$ cat config.mk
export PLATFORM = sky130hd
export DESIGN_NAME = grf_wb_arbiter_flat
export DESIGN_NICKNAME = d
export VERILOG_FILES = /design/src/rtl/grf_wb_arbiter_pkg.sv /design/src/rtl/grf_wb_arbiter_if.sv /design/src/rtl/grf_wb_arbiter_wb_fifo.sv /design/src/rtl/grf_wb_arbiter.sv /design/src/flat_wrapper.sv
export SDC_FILE = /design/constraint.sdc
export NUM_CORES = 1
export LEC_CHECK = 0
export CORE_ASPECT_RATIO = 1.5
export CORE_UTILIZATION = 50
export DETAILED_ROUTE_END_ITERATION = 7
export PLACE_DENSITY = 0.8
export SYNTH_ARGS = -nofsm -noshare
export SYNTH_HDL_FRONTEND = slang
export SYNTH_SLANG_ARGS = --single-unit
$ cat constraint.sdc
create_clock -name clk -period 5.15 [get_ports clk]
set_clock_uncertainty 0.15 [all_clocks]
set_input_delay 1.03 -clock clk [delete_from_list [all_inputs] [get_ports clk]]
set_output_delay 1.03 -clock clk [all_outputs]
set_load 0.05 [all_outputs]
$ cat src/rtl/grf_wb_arbiter_pkg.sv
// Shared CPU definitions for the GRF write-side front end: register/data widths,
// the write-request record carried through the MDU FIFO, and the grant encoding.
package grf_wb_arbiter_pkg;

    localparam int REG_ADDR_W = 5;
    localparam int DATA_W     = 32;
    localparam int NUM_REGS   = 32;

    typedef struct packed {
        logic [REG_ADDR_W-1:0] wa;
        logic [DATA_W-1:0]     wd;
        logic [DATA_W-1:0]     pc;
    } wr_req_t;

    typedef enum logic [1:0] {
        GNT_NONE = 2'd0,
        GNT_PRIM = 2'd1,
        GNT_FIFO = 2'd2
    } gnt_t;

endpackage

$ cat src/rtl/grf_wb_arbiter_if.sv
// Bus bundle between the pipeline/MDU/decode side (master) and the GRF write arbiter (slave).
interface grf_wb_arbiter_if;
    import grf_wb_arbiter_pkg::*;

    logic                  p_valid;
    logic [REG_ADDR_W-1:0] p_wa;
    logic [DATA_W-1:0]     p_wd;
    logic [DATA_W-1:0]     p_pc;

    logic                  m_valid;
    logic                  m_ready;
    logic [REG_ADDR_W-1:0] m_wa;
    logic [DATA_W-1:0]     m_wd;
    logic [DATA_W-1:0]     m_pc;

    logic                  issue_valid;
    logic [REG_ADDR_W-1:0] issue_wa;
    logic [REG_ADDR_W-1:0] q_ra1;
    logic [REG_ADDR_W-1:0] q_ra2;
    logic                  q_busy1;
    logic                  q_busy2;

    logic                  stall_req;
    logic                  grf_we;
    logic [REG_ADDR_W-1:0] grf_wa;
    logic [DATA_W-1:0]     grf_wd;
    logic [DATA_W-1:0]     grf_pc;
    logic                  err;

    modport master (
        output p_valid, p_wa, p_wd, p_pc,
        output m_valid, m_wa, m_wd, m_pc,
        input  m_ready,
        output issue_valid, issue_wa, q_ra1, q_ra2,
        input  q_busy1, q_busy2,
        input  stall_req, grf_we, grf_wa, grf_wd, grf_pc, err
    );

    modport slave (
        input  p_valid, p_wa, p_wd, p_pc,
        input  m_valid, m_wa, m_wd, m_pc,
        output m_ready,
        input  issue_valid, issue_wa, q_ra1, q_ra2,
        output q_busy1, q_busy2,
        output stall_req, grf_we, grf_wa, grf_wd, grf_pc, err
    );

endinterface

$ cat src/rtl/grf_wb_arbiter_wb_fifo.sv
// Synchronous FIFO holding MDU write requests until they win the GRF write port.
module grf_wb_arbiter_wb_fifo
    import grf_wb_arbiter_pkg::*;
#(
    parameter int DEPTH = 2
) (
    input  logic                     clk,
    input  logic                     reset,
    input  logic                     push,
    input  wr_req_t                  din,
    input  logic                     pop,
    output wr_req_t                  dout,
    output logic [$clog2(DEPTH):0]   count,
    output logic                     full,
    output logic                     empty
);
    localparam int AW = $clog2(DEPTH);

    wr_req_t         mem [DEPTH];
    logic [AW-1:0]   wr_ptr;
    logic [AW-1:0]   rd_ptr;

    // Storage carries no reset; only pointers and count define validity.
    always_ff @(posedge clk) begin
        if (push) begin
            mem[wr_ptr] <= din;
        end
    end

    always_ff @(posedge clk) begin
        if (reset) begin
            wr_ptr <= '0;
            rd_ptr <= '0;
            count  <= '0;
        end else begin
            if (push) wr_ptr <= wr_ptr + AW'(1);
            if (pop)  rd_ptr <= rd_ptr + AW'(1);
            case ({push, pop})
                2'b10:   count <= count + (AW+1)'(1);
                2'b01:   count <= count - (AW+1)'(1);
                default: count <= count;
            endcase
        end
    end

    assign dout  = mem[rd_ptr];
    assign full  = (count == (AW+1)'(DEPTH));
    assign empty = (count == '0);

endmodule

$ cat src/rtl/grf_wb_arbiter.sv
// GRF write-port arbiter: merges primary writebacks with buffered MDU results,
// prevents MDU starvation, and tracks in-flight MDU destinations for decode hazards.
module grf_wb_arbiter
    import grf_wb_arbiter_pkg::*;
#(
    parameter int DEPTH        = 2,
    parameter int STARVE_LIMIT = 4
) (
    input  logic             clk,
    input  logic             reset,
    grf_wb_arbiter_if.slave  bus
);
    localparam int AW    = $clog2(DEPTH);
    localparam int CNT_W = $clog2(STARVE_LIMIT + 1);

    wr_req_t          p_req;
    wr_req_t          m_req;
    wr_req_t          head;
    wr_req_t          sel_req;
    logic             push;
    logic             pop;
    logic             fifo_full;
    logic             fifo_empty;
    logic [AW:0]      fifo_count;
    logic [CNT_W-1:0] starve_cnt;
    logic [NUM_REGS-1:0] busy;
    logic [NUM_REGS-1:0] busy_nxt;
    logic             stall;
    logic             err_evt;
    gnt_t             gnt;

    assign p_req = '{wa: bus.p_wa, wd: bus.p_wd, pc: bus.p_pc};
    assign m_req = '{wa: bus.m_wa, wd: bus.m_wd, pc: bus.m_pc};

    // m_ready follows the registered count only; a pop this cycle does not free a slot early.
    assign bus.m_ready = (fifo_count < (AW+1)'(DEPTH));
    assign push        = bus.m_valid && !fifo_full;

    grf_wb_arbiter_wb_fifo #(.DEPTH(DEPTH)) u_fifo (
        .clk   (clk),
        .reset (reset),
        .push  (push),
        .din   (m_req),
        .pop   (pop),
        .dout  (head),
        .count (fifo_count),
        .full  (fifo_full),
        .empty (fifo_empty)
    );

    assign stall         = (starve_cnt >= CNT_W'(STARVE_LIMIT)) && !fifo_empty;
    assign bus.stall_req = stall;

    // Priority: forced FIFO service, then primary, then opportunistic FIFO drain.
    always_comb begin
        gnt = GNT_NONE;
        if (stall) begin
            gnt = GNT_FIFO;
        end else if (bus.p_valid) begin
            gnt = GNT_PRIM;
        end else if (!fifo_empty) begin
            gnt = GNT_FIFO;
        end
    end

    assign pop     = (gnt == GNT_FIFO);
    assign sel_req = pop ? head : p_req;

    // Set beats clear when the same register is issued and retired together.
    always_comb begin
        busy_nxt = busy;
        if (pop) begin
            busy_nxt[head.wa] = 1'b0;
        end
        if (bus.issue_valid && (bus.issue_wa != '0)) begin
            busy_nxt[bus.issue_wa] = 1'b1;
        end
        busy_nxt[0] = 1'b0;
    end

    assign err_evt = (bus.p_valid && stall) ||
                     (bus.issue_valid && (bus.issue_wa != '0) && busy[bus.issue_wa]);

    assign bus.q_busy1 = busy[bus.q_ra1];
    assign bus.q_busy2 = busy[bus.q_ra2];

    always_ff @(posedge clk) begin
        if (reset) begin
            starve_cnt <= '0;
            busy       <= '0;
            bus.err    <= 1'b0;
        end else begin
            busy <= busy_nxt;
            if (err_evt) bus.err <= 1'b1;
            if (fifo_empty || pop) begin
                starve_cnt <= '0;
            end else if ((gnt == GNT_PRIM) && (starve_cnt != CNT_W'(STARVE_LIMIT))) begin
                starve_cnt <= starve_cnt + CNT_W'(1);
            end
        end
    end

    // ---- Output register stage: one-cycle latency to the GRF write port ----
    always_ff @(posedge clk) begin
        if (reset) begin
            bus.grf_we <= 1'b0;
            bus.grf_wa <= '0;
            bus.grf_wd <= '0;
            bus.grf_pc <= '0;
        end else if (gnt != GNT_NONE) begin
            bus.grf_we <= (sel_req.wa != '0);
            bus.grf_wa <= sel_req.wa;
            bus.grf_wd <= sel_req.wd;
            bus.grf_pc <= sel_req.pc;
        end else begin
            bus.grf_we <= 1'b0;
        end
    end

endmodule
$ cat src/flat_wrapper.sv
// flat-port wrapper written by rule: the top's interface ports become plain ports
module grf_wb_arbiter_flat import grf_wb_arbiter_pkg::*;
#(
    parameter int DEPTH        = 2,
    parameter int STARVE_LIMIT = 4
)
  (clk, reset, bus_p_valid, bus_p_wa, bus_p_wd, bus_p_pc, bus_m_valid, bus_m_wa, bus_m_wd, bus_m_pc, bus_m_ready, bus_issue_valid, bus_issue_wa, bus_q_ra1, bus_q_ra2, bus_q_busy1, bus_q_busy2, bus_stall_req, bus_grf_we, bus_grf_wa, bus_grf_wd, bus_grf_pc, bus_err);
  grf_wb_arbiter_if bus_i ();
  input  logic clk;
  input  logic reset;
  input wire logic [$bits(bus_i.p_valid)-1:0] bus_p_valid;
  input wire logic [$bits(bus_i.p_wa)-1:0] bus_p_wa;
  input wire logic [$bits(bus_i.p_wd)-1:0] bus_p_wd;
  input wire logic [$bits(bus_i.p_pc)-1:0] bus_p_pc;
  input wire logic [$bits(bus_i.m_valid)-1:0] bus_m_valid;
  input wire logic [$bits(bus_i.m_wa)-1:0] bus_m_wa;
  input wire logic [$bits(bus_i.m_wd)-1:0] bus_m_wd;
  input wire logic [$bits(bus_i.m_pc)-1:0] bus_m_pc;
  output wire logic [$bits(bus_i.m_ready)-1:0] bus_m_ready;
  input wire logic [$bits(bus_i.issue_valid)-1:0] bus_issue_valid;
  input wire logic [$bits(bus_i.issue_wa)-1:0] bus_issue_wa;
  input wire logic [$bits(bus_i.q_ra1)-1:0] bus_q_ra1;
  input wire logic [$bits(bus_i.q_ra2)-1:0] bus_q_ra2;
  output wire logic [$bits(bus_i.q_busy1)-1:0] bus_q_busy1;
  output wire logic [$bits(bus_i.q_busy2)-1:0] bus_q_busy2;
  output wire logic [$bits(bus_i.stall_req)-1:0] bus_stall_req;
  output wire logic [$bits(bus_i.grf_we)-1:0] bus_grf_we;
  output wire logic [$bits(bus_i.grf_wa)-1:0] bus_grf_wa;
  output wire logic [$bits(bus_i.grf_wd)-1:0] bus_grf_wd;
  output wire logic [$bits(bus_i.grf_pc)-1:0] bus_grf_pc;
  output wire logic [$bits(bus_i.err)-1:0] bus_err;
  assign bus_i.p_valid = bus_p_valid;
  assign bus_i.p_wa = bus_p_wa;
  assign bus_i.p_wd = bus_p_wd;
  assign bus_i.p_pc = bus_p_pc;
  assign bus_i.m_valid = bus_m_valid;
  assign bus_i.m_wa = bus_m_wa;
  assign bus_i.m_wd = bus_m_wd;
  assign bus_i.m_pc = bus_m_pc;
  assign bus_m_ready = bus_i.m_ready;
  assign bus_i.issue_valid = bus_issue_valid;
  assign bus_i.issue_wa = bus_issue_wa;
  assign bus_i.q_ra1 = bus_q_ra1;
  assign bus_i.q_ra2 = bus_q_ra2;
  assign bus_q_busy1 = bus_i.q_busy1;
  assign bus_q_busy2 = bus_i.q_busy2;
  assign bus_stall_req = bus_i.stall_req;
  assign bus_grf_we = bus_i.grf_we;
  assign bus_grf_wa = bus_i.grf_wa;
  assign bus_grf_wd = bus_i.grf_wd;
  assign bus_grf_pc = bus_i.grf_pc;
  assign bus_err = bus_i.err;
  grf_wb_arbiter #(.DEPTH(DEPTH), .STARVE_LIMIT(STARVE_LIMIT)) u_core (.clk(clk), .reset(reset), .bus(bus_i));
endmodule
## Word-level counts from Yosys, hierarchy flattened

Memories as Yosys holds them, arrays and structs flattened. A register that Yosys moved wholly into a read port is not among the register bits.
Cells that the tools add are included.

- Flip-flop bits (word level): 110
- Input port bits: 158
- Memories: 1
- Output and inout port bits: 75
- Bits in writable memories: 138
- Word-level logic and storage cells: 75

Memory list:

| name | words | bits a word | rd ports | clocked after memory_dff | write ports | line | source |
|---|---|---|---|---|---|---|---|
| u_core.u_fifo.mem | 2 | 69 | 1 | 1 | 1 | grf_wb_arbiter_wb_fifo.sv:19 | `wr_req_t mem [DEPTH];` |

- Reduce and logical (&&, ||, !) cells: 19
- Eq/ne operators: 6
- Order comparisons: 8
- Multiplexer cells: 21
- Add/sub/neg operators: 5
- Bitwise logic cells: 4

Operators with widths:

| cell | count |
|---|---|
| $mux W69 | 1 |
| $mux W32 | 2 |
| $and A32 B32 Y32 | 1 |
| $not A32 Y32 | 1 |
| $or A32 B32 Y32 | 1 |
| $lt A5 B6 Y1 const B | 4 |
| $bmux W1 S5 | 3 |
| $demux W1 S5 | 2 |
| $ge A5 B1 Y1 const B | 2 |
| $reduce_bool A5 Y1 | 2 |
| $mux W1 | 9 |
| $logic_and A1 B1 Y1 | 8 |
| $eq A2 B2 Y1 const B | 3 |
| $mux W2 | 3 |
| $eq A2 B1 Y1 const B | 2 |
| $pmux W2 S2 | 1 |
| $reduce_bool A2 Y1 | 2 |
| $reduce_or A2 Y1 | 2 |
| $add A3 B1 Y3 const B | 1 |
| $ge A3 B3 Y1 const B | 1 |
| $ne A3 B3 Y1 const B | 1 |
| $add A1 B1 Y1 const B | 2 |
| $add A2 B1 Y2 const B | 1 |
| $logic_not A1 Y1 | 2 |
| other kinds (5) | 6 |

## Logic depth before layout (Yosys ltp)

Gate-level depths: netlist of the first run.

- Depth in word-level cells: 9
- Gate-level depth with buffers: 9
- Gate-level depth less buffers: 6

## Modules after synthesis

Synthesis of the first run repeated with hierarchy kept, for this count alone.

- Cell total of the unflattened synthesis: 825
- Area total of the unflattened synthesis: 10413.7 um^2

Modules (own cells, without submodules):

| module | seq. area each (um^2) | cells an instance | area each (um^2) | times used |
|---|---|---|---|---|
| grf_wb_arbiter | 2102.0 | 588 | 5235.0 | 1 |
| grf_wb_arbiter_wb_fifo | 4244.1 | 237 | 5178.7 | 1 |

## Worst setup path after synthesis of the first run

No wires, ideal clock.

- Kind: input to register
- Start: in bus_m_valid
- End: mem u_core.u_fifo.mem[0][0] in the netlist's numbering (enable)
- Data arrival time: 4.135 ns
- Path slack: 0.368 ns
- Path buffers: 0
- Data required time: 4.503 ns
- Cell stages on the path: 2
- Setup time: 0.497 ns
- Cell sequence: o21ai_0 -> nor2_1

- Word-level cells in the longest chain between the ends: 3

Ends and longest elaborated chain:

| element | line | source |
|---|---|---|
| start, declared | flat_wrapper.sv:15 | `input wire logic [$bits(bus_i.m_valid)-1:0] bus_m_valid;` |
| $logic_and A1 B1 Y1 | grf_wb_arbiter.sv:37 | `assign push = bus.m_valid && !fifo_full;` |
| $mux W1 | grf_wb_arbiter_wb_fifo.sv:25 | `if (push) begin` |
| $mux W1 (not written as such) | grf_wb_arbiter_wb_fifo.sv:26 | `mem[wr_ptr] <= din;` |
| end, declared | grf_wb_arbiter_wb_fifo.sv:19 |  |

No other way between the ends.

## Worst setup path after layout of the first run

- Start: in bus_q_ra1[0]
- End: out bus_q_busy1

- Word-level cells in the longest chain between the ends: 2

Ends and longest elaborated chain:

| element | line | source |
|---|---|---|
| start, declared | flat_wrapper.sv:22 | `input wire logic [$bits(bus_i.q_ra1)-1:0] bus_q_ra1;` |
| $bmux W1 S5 | grf_wb_arbiter.sv:84 | `assign bus.q_busy1 = busy[bus.q_ra1];` |
| $mux W1 (not written as such) | grf_wb_arbiter.sv:84 |  |
| end, declared | flat_wrapper.sv:24 | `output wire logic [$bits(bus_i.q_busy1)-1:0] bus_q_busy1;` |

No other way between the ends. The select of a mux whose other input is x is not followed.

==> out/metrics.cfg, run 1 <==
[global_route]
grt_usage_pct = 24.7
grt_overflow = 0
antenna_found_initial = 2
grt_pass1_wl_mm = 40.0
grt_max_degree = 72
grt_pass1_vias = 7638

[floorplan]
pin_count = 233
die-area_um2 = 20800
initial_core_util_pct = 51.0
core_area_um2 = 19800
die_w_um = 118
fp.dieH_um = 176
num_rows = 63

[clock_tree]
clockRootBuffer = clkbuf_16
path_clk_slew_ns = 0.06
cts_buffer_depth = 3
cts_tree = yes
numCtsBuffers = 23
post_cts.repair.setup_buffers = 0
cts_resized = 0
cts_hold_buf = 0
clk_latency_ns = 0.52
cts.htree.levels = 1
clock-sinks = 248

[sta]
rsz0062_at_grt = no
worst-slew-pin-transition_ns = 1.11
maxSlewViolCount = 0
hold_violations = 0
setup_viol = 0
fin_ws_ns = 0.625
fin_tns_setup_ns = 0
fin_crit_sh_pct = 87.9
slew_headroom_pct = 26.2
finalCriticalPeriod_ns = 4.53
max_freq_ghz = 0.221

[logic_synthesis]
ys_ff_latch = 248
synth_area_um2 = 10100
ys.warnings.count = 0
ys_async_sr_fraction_pct = 0
synthesis.nets = 1035
synth_seq_area_share_pct = 62.8
synth_cell_type_count = 36
avgSynthCellArea_um2 = 11.6
synth-edff-count = 138
synthCells = 874
synth_ff_type = edfxtp_1

[worst_setup_path]
cp.arrival_ns = 3.35
cp-start-kind = input pin
crit_start = bus_q_ra1[0]
rr_worst_depth = 5
crit_path_end = bus_q_busy1
critPathRequiredTime_ns = 3.97
critPathKind = in -> out
crit_path_end_kind = primary output
rrSetupSlack_ns = 2.42
cp_max_fo = 9
timing.rr.end = u_core.busy[29]$_SDFF_PP0_

[routing]
dr_total_vias = 7531
wire_per_inst_um = 18.6
drtPass1Iterations = 6
drc = 0
vias_per_cell = 5.52
wl_mm = 25.4
ant_nets = 0
first_iter_violations = 559

[min_path]
hold_depth = 2
hp-class = reg -> reg

[cells_and_area]
layout-drive-gt1-share_pct = 8.16
area_delta_synth_final_pct = 33.3
final_nets = 1247
fin_util_pct = 68.0
layoutNonFillerInstCount = 1365

[power_and_ir_drop]
total_power_mw = 6.63
ir_drop_mv = 0.366
powerDensity_nw_per_um2 = 493
leakage_nw = 4.53

[place]
dp_slack_ns = 0.591
dp_cells = 1321
dpl.hpwl_mm = 17.6
placement.io_buffers = 232
gp_congestion = 0.928

[outcome]
outcome = complete, no violations

[run]
drv_cap = 0

-- synthesized netlist by cell type (3+ instances only) --
cell | n | share of area (%)
mux4_2 | 18 | 4.0
mux2_2 | 15 | 1.7
dfxtp_1 | 110 | 22
nand2_1 | 179 | 6.7
inv_1 | 7 | 0.26
edfxtp_1 | 138 | 41
xnor2_1 | 3 | 0.26
clkbuf_1 | 31 | 1.2
nand3_1 | 7 | 0.35
buf_2 | 21 | 1.0
mux2i_1 | 77 | 7.6
nor3_1 | 4 | 0.20
nor3b_1 | 3 | 0.22
o21ai_0 | 171 | 8.5
a21oi_1 | 40 | 2.0
o31ai_1 | 3 | 0.22
a22oi_1 | 3 | 0.22
nor2_1 | 14 | 0.52
buf_1 | 4 | 0.15
ha_1 | 3 | 0.37
-- layout make-up --
type / count / area, um2
multi-input combinational: 563 / 3540
sequential: 248 / 6350
fill: 1463 / 6320
antenna: 2 / 5.00
timing repair buffer: 243 / 2420
tap: 260 / 325
clock buffer: 33 / 663
clock inverter: 9 / 124
inverter: 7 / 26.3
-- critical path: stages --
cell             delay (ns)
clkdlybuf4s50_1        0.80
mux4_2                 0.58
mux4_2                 0.46
mux2_2                 0.27
buf_4                  0.19
-- report_power, final --
| part | switching, mW | internal, mW | total [mW] |
|---|---|---|---|
| clock network | 0.717 | 1.05 | 1.76 |
| logic | 1.44 | 0.750 | 2.19 |
| registers | 0.182 | 2.50 | 2.68 |
| total | 2.34 | 4.30 | 6.63 |
-- layer usage --
layer	vias to the layer above	GRT usage [%]	wire length [um]
met3	97	4.36	1310
met4	0	15.7	1580
met5	-	0	0
met1	3562	26.8	9240
li1	3585	-	-
met2	287	44.3	13300
-- registers in the layout, summed over array words and instances (netlist names), named ones only --
name	count
u_core.starve_cnt	3
u_core.u_fifo.mem	138
u_core.u_fifo.count	2
u_core.busy	31
u_core.bus.grf_wa	5
u_core.u_fifo.wr_ptr	1
u_core.bus.grf_pc	32
u_core.u_fifo.rd_ptr	1
u_core.bus.grf_wd	32
u_core.bus.err	1
u_core.bus.grf_we	1
-- logic make-up after synthesis --
kind of cell	share of synthesized area (%)
compound gates	11.7
flops	62.8
mux	13.3
buf+inv	2.60
xor+xnor	0.347
fa+ha+maj	0.372
simple gates	8.86
-- cells in the final DEF, fill, tap and decap left out, types with 2 or more instances in the layout --
cell             instances
clkdlybuf4s50_1        230
diode_2                  2
nand3_1                  7
and2_1                   2
and3b_1                  2
a21oi_1                 39
clkinv_2                 3
bufinv_16                3
mux2i_1                 77
clkbuf_1                 5
o2111ai_1                2
and3_1                   2
nor3_1                   4
nor3b_1                  3
edfxtp_1               138
nand2_1                179
dfxtp_1                109
mux2_2                  15
nor2_1                  12
or3_1                    2
buf_12                   2
inv_1                    7
xnor2_1                  3
buf_4                   11
o21ai_0                171
a2bb2oi_1                2
mux4_2                  18
o31ai_1                  2
clkbuf_8                 5
nor2_4                   2
clkbuf_16               23
a22oi_1                  3
ha_1                     3
-- per-stage QoR --
stage               hold WS (ns)  cell area, um2
global placement           0.283           12700
floorplan                  0.276           10100
global route               0.324           13500
detailed placement         0.292           12700
finish                     0.300           13500
CTS                        0.306           13500
-- worst min-delay path by stage --
| stage | startpoint | endpoint |
|---|---|---|
| finish | u_core.bus.grf_wa[0]$_SDFFE_PP0P_ | u_core.bus.grf_wa[0]$_SDFFE_PP0P_ |
| global route | u_core.bus.grf_wd[2]$_SDFFE_PP0P_ | u_core.bus.grf_wd[2]$_SDFFE_PP0P_ |
| CTS | u_core.bus.grf_pc[1]$_SDFFE_PP0P_ | u_core.bus.grf_pc[1]$_SDFFE_PP0P_ |
| detailed placement | u_core.bus.grf_pc[22]$_SDFFE_PP0P_ | u_core.bus.grf_pc[22]$_SDFFE_PP0P_ |
| global placement | u_core.bus.grf_wa[2]$_SDFFE_PP0P_ | u_core.bus.grf_wa[2]$_SDFFE_PP0P_ |
| floorplan | u_core.starve_cnt[2]$_SDFFE_PP0P_ | u_core.starve_cnt[0]$_SDFFE_PP0P_ |
Note: power is estimated with default switching activity, not from simulation.
==> run 2: changes to the inputs <==
Settings changed: CAP_MARGIN from default to 40, CTS_CLUSTER_SIZE from default to 10.
==> out/metrics.cfg, run 2 (synthesized netlist as in run 1, its figures left out) <==
[cells_and_area]
area_delta_synth_final_pct = 34.3
fin_util_pct = 68.5  ; +0.51 points
top_register = u_core.u_fifo.mem
final_nets = 1256  ; +0.72%
multi_input_area_um2 = 3540  ; unchanged
nFillCells = 1506  ; +2.9%
largest_reg_flops = 138  ; unchanged
final_common_cell = clkdlybuf4s50_1
layout-drive-gt1-share_pct = 7.79  ; -0.37 points
reg_top3 = u_core.u_fifo.mem x138, u_core.bus.grf_pc x32, u_core.bus.grf_wd x32
ff_latch_area_um2 = 6350  ; unchanged
most-common-layout-cells = clkdlybuf4s50_1 (230), nand2_1 (179), o21ai_0 (171), edfxtp_1 (138), dfxtp_1 (109)

[routing]
met1_length_mm = 9.22  ; -0.17%
wl_met3_mm = 1.52  ; +15%
first_iter_violations = 527  ; -5.7%
drc = 0  ; unchanged
wire_per_inst_um = 18.6  ; -0.28%
wl_mm = 25.6  ; +0.67%
dr_total_vias = 7542  ; +0.15%
drtPass1Iterations = 5  ; -1
dr_wl_met2_mm = 13.5  ; +1.7%
dr.max_layer_used = met4
ant_nets = 0  ; unchanged
vias_per_cell = 5.47  ; -0.80%

[floorplan]
pin_count = 233  ; unchanged
die-area_um2 = 20800  ; unchanged
core_area_um2 = 19800  ; unchanged
fp.dieH_um = 176  ; unchanged
initial_core_util_pct = 51.0  ; unchanged
die_w_um = 118  ; unchanged
num_rows = 63  ; unchanged

[worst_setup_path]
critPathKind = in -> out
crit_slowest_cell = clkdlybuf4s50_1
cp.arrival_ns = 3.35  ; about the same
cp_max_fo = 9  ; unchanged
rrSetupSlack_ns = 2.38  ; -0.04 ns
rr_worst_depth = 5  ; unchanged
cp_common_cell = mux4_2
crit_path_end_kind = primary output
timing.rr.end = u_core.busy[29]$_SDFF_PP0_
critPathRequiredTime_ns = 3.97  ; about the same
path_cells = clkdlybuf4s50_1 > mux4_2 > mux4_2 > mux2_2 > buf_4
slowest_delay_ns = 0.81  ; about the same
cp-start-kind = input pin

[clock_tree]
path_clk_slew_ns = 0.06  ; about the same
clock-sinks = 248  ; unchanged
clockRootBuffer = clkbuf_16
cts_resized = 0  ; unchanged
clk_latency_ns = 0.54  ; +0.02 ns
post_cts.repair.setup_buffers = 0  ; unchanged
cts_hold_buf = 0  ; unchanged
cts_tree = yes
cts.htree.levels = 1  ; unchanged
numCtsBuffers = 28  ; +22%
cts_buffer_depth = 3  ; unchanged

[sta]
setup_viol = 0  ; unchanged
fin_tns_setup_ns = 0  ; unchanged
hold_slack_ns = 0.298  ; -0.00176 ns
maxSlewViolCount = 0  ; unchanged
fin_crit_sh_pct = 87.9  ; about the same
hold_violations = 0  ; unchanged
finalCriticalPeriod_ns = 4.53  ; +0.00386 ns
slew_headroom_pct = 39.9  ; +14 points
max_freq_ghz = 0.221  ; about the same
worst-slew-pin-transition_ns = 0.899  ; -0.207 ns
rsz0062_at_grt = no
fin_ws_ns = 0.621  ; -0.00386 ns

[global_route]
grt_pass1_wl_mm = 40.4  ; +0.93%
grt_usage_pct = 24.8  ; +0.16 points
grt_pass1_vias = 7779  ; +1.8%
grt_overflow = 0  ; unchanged
antenna_found_initial = 1  ; -1
grt_max_degree = 72  ; unchanged

[outcome]
outcome = complete, no violations

[power_and_ir_drop]
combPwrFrac_pct = 33.2  ; +0.2 points
powerDensity_nw_per_um2 = 492  ; -0.25%
clkPwrFrac_pct = 26.6  ; about the same
swShare_pct = 35.5  ; +0.34 points
seqPwrFrac_pct = 40.3  ; about the same
ir_drop_mv = 0.405  ; +11%
p_sw_mw = 2.37  ; +1.5%
intPower_mw = 4.30  ; about the same
leakage_nw = 4.55  ; +0.60%

[place]
dpl.hpwl_mm = 17.9  ; +1.4%
dp_slack_ns = 0.603  ; +0.0115 ns
gp_congestion = 0.928  ; unchanged
placement.io_buffers = 232  ; unchanged

[min_path]
min_from = u_core.bus.grf_wa[0]$_SDFFE_PP0P_
hp-class = reg -> reg
min_to = u_core.bus.grf_wa[0]$_SDFFE_PP0P_
hold_depth = 2  ; unchanged

[run]
drv_cap = 0  ; unchanged

==> run 2: cell type report <==
type,instances,share of cell area [%]
flip-flops and latches,248,46.8
multi-input cells,563,26.1
inverters,7,0.194
repair buffers,247,18.4
diodes,1,0.0185
clock inverters,1,0.221
well taps,260,2.40
clock buffers,51,5.80
==> run 2: power groups by stage <==
stage | combinational, mW | sequential, mW | clock, mW
final | 2.21 | 2.69 | 1.77
after detailed placement | 2.22 | 2.72 | 0
after floorplan | 0.871 | 3.27 | 0
after global routing | 2.37 | 2.73 | 1.90
after global placement | 2.17 | 2.70 | 0
after CTS | 2.23 | 2.69 | 1.81
==> run 2: routing by layer <==
layer  track usage [%]  up-vias
met5                 0        -
met4              13.6        0
met3              4.65       88
met2              45.4      293
met1              26.9     3553
li1                  -     3608
==> run 2: metrics by stage <==
step	instances	total power [mW]	instance area, um2
2_1_floorplan	874	4.14	10100
3_3_place_gp	1321	4.88	12700
3_5_place_dp	1325	4.95	12700
4_1_cts	1377	6.73	13600
5_1_grt	1378	6.99	13600
6_report	1378	6.67	13600
==> run 2: worst max-delay path by stage <==
| stage | start | end |
|---|---|---|
| final | bus_q_ra1[0] | bus_q_busy1 |
| after global routing | bus_q_ra2[0] | bus_q_busy2 |
| after CTS | bus_q_ra1[0] | bus_q_busy1 |
| after detailed placement | bus_q_ra1[0] | bus_q_busy1 |
| after global placement | bus_q_ra1[0] | bus_q_busy1 |
| after floorplan | bus_m_valid | u_core.u_fifo.mem[0][0]$_DFFE_PP_ |
==> run 2: critical path, delay by kind of cell <==
family	cells	cell delay, ns
buffers and inverters	2	1.00
muxes	3	1.32
